==> src/rtl/wdt_multi_window_if.sv <==
// Config, kick and status bundle for wdt_multi_window.
// The master drives config/kick/clear; the slave (watchdog) drives irq/early/bite.
interface wdt_multi_window_if #(
   parameter int unsigned NUM_CH    = 4,
   parameter int unsigned CNT_WIDTH = 16,
   parameter int unsigned CH_W      = (NUM_CH > 1) ? $clog2(NUM_CH) : 1
) ();
   logic                 cfg_we;
   logic [CH_W-1:0]      cfg_ch;
   logic                 cfg_en;
   logic [CNT_WIDTH-1:0] cfg_timeout;
   logic [CNT_WIDTH-1:0] cfg_window;
   logic [NUM_CH-1:0]    kick;
   logic [NUM_CH-1:0]    irq_clr;
   logic [NUM_CH-1:0]    irq;
   logic [NUM_CH-1:0]    early;
   logic                 bite;

   modport master (
      output cfg_we, cfg_ch, cfg_en, cfg_timeout, cfg_window, kick, irq_clr,
      input  irq, early, bite
   );

   modport slave (
      input  cfg_we, cfg_ch, cfg_en, cfg_timeout, cfg_window, kick, irq_clr,
      output irq, early, bite
   );
endinterface

==> src/rtl/wdt_multi_window.sv <==
// NUM_CH independent windowed watchdogs: warning irq on first expiry, shared sticky bite on second.
// Early-kick (window) detection is built only when the macro WDT_WINDOW_EN is defined.
module wdt_multi_window #(
   parameter int unsigned NUM_CH    = 4,
   parameter int unsigned CNT_WIDTH = 16,
   parameter int unsigned CH_W      = (NUM_CH > 1) ? $clog2(NUM_CH) : 1
) (
   input  logic              clk,
   input  logic              rstn,
   wdt_multi_window_if.slave bus
);

   typedef enum logic [1:0] {
      S_DIS  = 2'd0,
      S_RUN  = 2'd1,
      S_WARN = 2'd2
   } state_e;

   logic [NUM_CH-1:0] irq_q, irq_d;
   logic [NUM_CH-1:0] bite_evt;
   logic              bite_q, bite_d;

`ifdef WDT_WINDOW_EN
   logic [NUM_CH-1:0] early_q, early_d;
`else
   logic unused_window;
   assign unused_window = ^bus.cfg_window;
`endif

   for (genvar g = 0; g < NUM_CH; g++) begin : g_ch
      state_e               state_q, state_d;
      logic [CNT_WIDTH-1:0] cnt_q, cnt_d;
      logic [CNT_WIDTH-1:0] timeout_q, timeout_d;
      logic                 en_q, en_d;
      logic                 cfg_hit, active, expire, early_kick, set_evt;

      // Out-of-range channel selects never match any g and are dropped.
      assign cfg_hit = bus.cfg_we && (bus.cfg_ch == CH_W'(g));
      assign active  = en_q && (state_q != S_DIS);
      assign expire  = active && !bus.kick[g] && (cnt_q == timeout_q);

`ifdef WDT_WINDOW_EN
      logic [CNT_WIDTH-1:0] window_q;

      assign early_kick = active && bus.kick[g] && (cnt_q < window_q);
      assign early_d[g] = (early_q[g] && !bus.irq_clr[g]) || (!cfg_hit && early_kick);

      always_ff @(posedge clk or negedge rstn) begin
         if (!rstn) begin
            window_q <= '0;
         end else if (cfg_hit) begin
            window_q <= bus.cfg_window;
         end
      end
`else
      assign early_kick = 1'b0;
`endif

      // A config write overrides any kick or expiry on the same edge.
      assign set_evt     = !cfg_hit && (early_kick || expire);
      assign irq_d[g]    = (irq_q[g] && !bus.irq_clr[g]) || set_evt;
      assign bite_evt[g] = set_evt && (state_q == S_WARN);

      always_comb begin
         state_d   = state_q;
         cnt_d     = cnt_q;
         timeout_d = timeout_q;
         en_d      = en_q;
         if (cfg_hit) begin
            en_d      = bus.cfg_en;
            timeout_d = bus.cfg_timeout;
            cnt_d     = '0;
            state_d   = (bus.cfg_en && (bus.cfg_timeout != '0)) ? S_RUN : S_DIS;
         end else if (active) begin
            if (bus.kick[g] || expire) begin
               cnt_d = '0;
            end else begin
               cnt_d = cnt_q + CNT_WIDTH'(1);
            end
            // A new warning event beats a clear arriving on the same edge.
            if (set_evt) begin
               state_d = S_WARN;
            end else if (bus.irq_clr[g] && (state_q == S_WARN)) begin
               state_d = S_RUN;
            end
         end else begin
            cnt_d = '0;
         end
      end

      always_ff @(posedge clk or negedge rstn) begin
         if (!rstn) begin
            state_q   <= S_DIS;
            cnt_q     <= '0;
            timeout_q <= '0;
            en_q      <= 1'b0;
         end else begin
            state_q   <= state_d;
            cnt_q     <= cnt_d;
            timeout_q <= timeout_d;
            en_q      <= en_d;
         end
      end
   end

   assign bite_d = bite_q || (|bite_evt);

   always_ff @(posedge clk or negedge rstn) begin
      if (!rstn) begin
         irq_q  <= '0;
         bite_q <= 1'b0;
      end else begin
         irq_q  <= irq_d;
         bite_q <= bite_d;
      end
   end

`ifdef WDT_WINDOW_EN
   always_ff @(posedge clk or negedge rstn) begin
      if (!rstn) begin
         early_q <= '0;
      end else begin
         early_q <= early_d;
      end
   end
   assign bus.early = early_q;
`else
   assign bus.early = '0;
`endif

   assign bus.irq  = irq_q;
   assign bus.bite = bite_q;

endmodule

==> src/flat_wrapper.sv <==
// flat-port wrapper written by rule: the top's interface ports become plain ports
module wdt_multi_window_flat 
#(
   parameter int unsigned NUM_CH    = 4,
   parameter int unsigned CNT_WIDTH = 16,
   parameter int unsigned CH_W      = (NUM_CH > 1) ? $clog2(NUM_CH) : 1
)
  (clk, rstn, bus_cfg_we, bus_cfg_ch, bus_cfg_en, bus_cfg_timeout, bus_cfg_window, bus_kick, bus_irq_clr, bus_irq, bus_early, bus_bite);
  wdt_multi_window_if #(.NUM_CH(NUM_CH), .CNT_WIDTH(CNT_WIDTH), .CH_W(CH_W)) bus_i ();
  input  logic clk;
  input  logic rstn;
  input wire logic [$bits(bus_i.cfg_we)-1:0] bus_cfg_we;
  input wire logic [$bits(bus_i.cfg_ch)-1:0] bus_cfg_ch;
  input wire logic [$bits(bus_i.cfg_en)-1:0] bus_cfg_en;
  input wire logic [$bits(bus_i.cfg_timeout)-1:0] bus_cfg_timeout;
  input wire logic [$bits(bus_i.cfg_window)-1:0] bus_cfg_window;
  input wire logic [$bits(bus_i.kick)-1:0] bus_kick;
  input wire logic [$bits(bus_i.irq_clr)-1:0] bus_irq_clr;
  output wire logic [$bits(bus_i.irq)-1:0] bus_irq;
  output wire logic [$bits(bus_i.early)-1:0] bus_early;
  output wire logic [$bits(bus_i.bite)-1:0] bus_bite;
  assign bus_i.cfg_we = bus_cfg_we;
  assign bus_i.cfg_ch = bus_cfg_ch;
  assign bus_i.cfg_en = bus_cfg_en;
  assign bus_i.cfg_timeout = bus_cfg_timeout;
  assign bus_i.cfg_window = bus_cfg_window;
  assign bus_i.kick = bus_kick;
  assign bus_i.irq_clr = bus_irq_clr;
  assign bus_irq = bus_i.irq;
  assign bus_early = bus_i.early;
  assign bus_bite = bus_i.bite;
  wdt_multi_window #(.NUM_CH(NUM_CH), .CNT_WIDTH(CNT_WIDTH), .CH_W(CH_W)) u_core (.clk(clk), .rstn(rstn), .bus(bus_i));
endmodule
==> config.mk <==
export PLATFORM = sky130hd
export DESIGN_NAME = wdt_multi_window_flat
export DESIGN_NICKNAME = d
export VERILOG_FILES = /design/src/rtl/wdt_multi_window_if.sv /design/src/rtl/wdt_multi_window.sv /design/src/flat_wrapper.sv
export SDC_FILE = /design/constraint.sdc
export NUM_CORES = 1
export LEC_CHECK = 0
export CORE_ASPECT_RATIO = 1.2
export CORE_MARGIN = 2
export CORE_UTILIZATION = 58
export DETAILED_ROUTE_END_ITERATION = 12
export HOLD_SLACK_MARGIN = 0.06
export PLACE_DENSITY = 0.88
export SLEW_MARGIN = 20
export SYNTH_ARGS = -nofsm -noshare
export SYNTH_HDL_FRONTEND = slang
export SYNTH_SLANG_ARGS = --single-unit
==> constraint.sdc <==
create_clock -name clk -period 2.6 [get_ports clk]
set_input_delay 0.39 -clock clk [delete_from_list [all_inputs] [get_ports clk]]
set_output_delay 0.39 -clock clk [all_outputs]
set_load 0.01 [all_outputs]
==> impl_metrics.py <==
metrics = {
    "placed_design": {
        "portBuffers": 34,
        "place_area_um2": 7570,
        "placed_cells": 872,
        "hpwlAfterDp_mm": 11.2,
        "place.gp.congestion": 0.871,
    },
    "cells_and_area": {
        "final_area_um2": 8310,
        "layout_common_cells": "dfrtp_1, nand2_1, nor2_1",
        "final_core_util_pct": 71.5,
        "final_common_cell": "dfrtp_1",
        "syn2layout_area_growth_pct": 19.6,
        "final_layout_size_suffix_gt1_share_pct": 12.7,
        "diodes": 0,
        "final_cells": 905,
        "fin_nets": 785,
    },
    "sta": {
        "skew_ps": 6.36,
        "slew-limit-headroom_pct": 55.9,
        "finalSetupViolCount": 0,
        "tns_ps": 0,
        "max_freq_ghz": 0.442,
        "worst_pin_slew_ps": 659,
        "rsz0062_at_grt": "false",
        "fin_crit_ps": 2260,
        "final_max_slew_viol_count": 0,
        "timing.final.crit_share_pct": 87.0,
        "hold_viol": 0,
    },
    "synth": {
        "synthArstFlopShare_pct": 100,
        "syn_avg_cell_area_um2": 10.2,
        "synth_seq_cells": 145,
        "synth_top_area_share_pct": 52.2,
        "ys_top_cells_by_area": "dfrtp_1, xor2_1, xnor2_1",
        "synthFlopType": "dfrtp_1",
        "ys_types": 39,
        "syn_inst": 681,
        "synth_edf_count": 0,
        "syn_area_um2": 6950,
        "synth_area_leader_cell": "dfrtp_1",
        "yosysWarnings": 0,
        "yosysSeqAreaShare_pct": 52.2,
    },
    "power_and_ir_drop": {
        "ir_drop_mv": 0.414,
        "p_leak_nw": 3.64,
        "p_per_area_nw_per_um2": 753,
        "finalPower_mw": 6.26,
    },
    "clocking": {
        "clock_latency_ps": 420,
        "cts-buffers-inserted": 17,
        "post_cts_resized": 0,
        "clkSinkCount": 145,
        "cts_max_level": 4,
        "clk_pin_slew_ps": 60,
        "cts.path.max_buffers": 2,
        "root_buffer": "clkbuf_16",
        "cts_tree": "built",
    },
    "route": {
        "drc": 0,
        "vias": 5425,
        "wl_per_cell_um": 19.6,
        "antenna_left": 0,
        "avgViaCountPerCell": 5.99,
        "drt_iter0_drc": 472,
        "firstDrtPassIters": 5,
        "wirelength_mm": 17.7,
    },
    "hold_path": {
        "hp-class": "register to register",
    },
    "floorplanning": {
        "row_count": 43,
        "die_y_um": 124,
        "die_w_um": 104,
        "core-area_um2": 11600,
        "die-area_um2": 12900,
        "io_pins": 55,
        "start_util_pct": 59.8,
    },
    "critical_path": {
        "worstSetupPathType": "register to register",
        "critPathLaunchType": "register",
        "cp_max_fo": 4,
        "slowest_stage": "or4_4",
        "arrival_ps": 2570,
        "cp-end-kind": "register",
        "critical_path_required_ps": 2910,
        "slowest_delay_ps": 570,
        "path_cells": "xor2_1 -> or4b_4 -> or4_4 -> or2_1 -> and3_1",
    },
    "status": {
        "status": "completed",
    },
    "global_route": {
        "grt_max_degree": 69,
        "grt_overflow": 0,
        "grt_antenna_before_repair": 0,
        "grt_use_total_pct": 28.8,
        "grt_pass1_vias": 5453,
        "grt_pass1_wl_mm": 28.3,
    },
    "flow_run": {
        "max_cap_viol_count": 0,
    },
}
[metal layers]
layer	up-vias	global-route usage [%]	share of wire [%]	routed length, µm
met5	-	0	0	0
met4	0	14.9	4.7	833
met3	61	5.60	5.8	1040
met2	260	49.8	50	8890
met1	2711	34.8	39	6950
li1	2393	-	-	-
[where the power goes]
| part | switching (mW) | total [mW] | leakage (nW) | internal (mW) |
|---|---|---|---|---|
| Combinational | 0.333 | 0.640 | 1.41 | 0.307 |
| Clock | 0.960 | 2.98 | 0.338 | 2.02 |
| Sequential | 0.181 | 2.64 | 1.89 | 2.46 |
| Total | 1.47 | 6.26 | 3.64 | 4.78 |
[path summary, 6_finish.rpt]
check,start,to,slack [ps],cells past startpoint
min in group asynchronous,rstn,u_core.g_ch[2].cnt_q[15],530,2
worst max-delay path,u_core.g_ch[0].cnt_q[0],u_core.g_ch[0].cnt_q[1],340,5
worst min-delay path,u_core.g_ch[1].timeout_q[13],u_core.g_ch[1].timeout_q[13],500,2
worst min register to register,u_core.g_ch[1].timeout_q[13],u_core.g_ch[1].timeout_q[13],500,2
max in group asynchronous,rstn,u_core.g_ch[0].cnt_q[15],1200,3
worst max register to register,u_core.g_ch[0].cnt_q[0],u_core.g_ch[0].cnt_q[1],340,5
[worst max-delay path: cells and delay by family (launching register included)]
kind / cells / cell delay [ps]
AND/OR/NAND/NOR: 4 / 1540
flip-flops: 1 / 420
XOR/XNOR: 1 / 190
[synthesized netlist by cell type, drive strengths merged (11+ instances only)]
master  count
nand3      31
mux2       34
inv        13
nand2     120
nor3       23
xor2       61
xnor2      59
clkbuf     20
and4       11
nor4       16
nand4      17
dfrtp     145
nor2       62
[metrics by stage]
stage	worst slack, ps	hold slack (ps)
finish	338	503
detailed placement	105	427
global placement	139	415
global route	320	522
CTS	345	499
floorplan	482	94.4
[registers in the layout, indices dropped and copies added, names as in the netlist]
signal and flops:
u_core.g_ch.timeout_q 64, u_core.g_ch.en_q 4, u_core.bus.bite 1, u_core.g_ch.state_q 8
u_core.g_ch.cnt_q 64, u_core.bus.irq 4
[what timing repair did]
item / 4_1_cts / 5_1_grt
buffers inserted: 0 / 0
endpoints found under the hold margin: 66 / 0
hold buffers: 1 / 0
[logic make-up after synthesis]
group | count (synthesis) | share of synthesized area [%]
AOI/OAI and AO/OA | 26 | 2.43
xor gates and xnor gates | 120 | 15.1
adders and majority gates | 4 | 0.720
buffers and inverters | 38 | 2.38
DFF | 145 | 52.2
muxes | 34 | 5.51
other | 1 | 0.0540
and+or+nand+nor | 313 | 21.5
[area by class of cell]
| cell class | instances | area [µm²] |
|---|---|---|
| flip-flops and latches | 145 | 3630 |
| fillers | 768 | 3310 |
| multi-input cells | 501 | 3170 |
| repair buffers | 57 | 542 |
| clock buffers | 18 | 439 |
| clock inverters | 14 | 284 |
| well taps | 157 | 196 |
| inverters | 13 | 48.8 |
No activity file was read; power rests on OpenSTA's default activity.
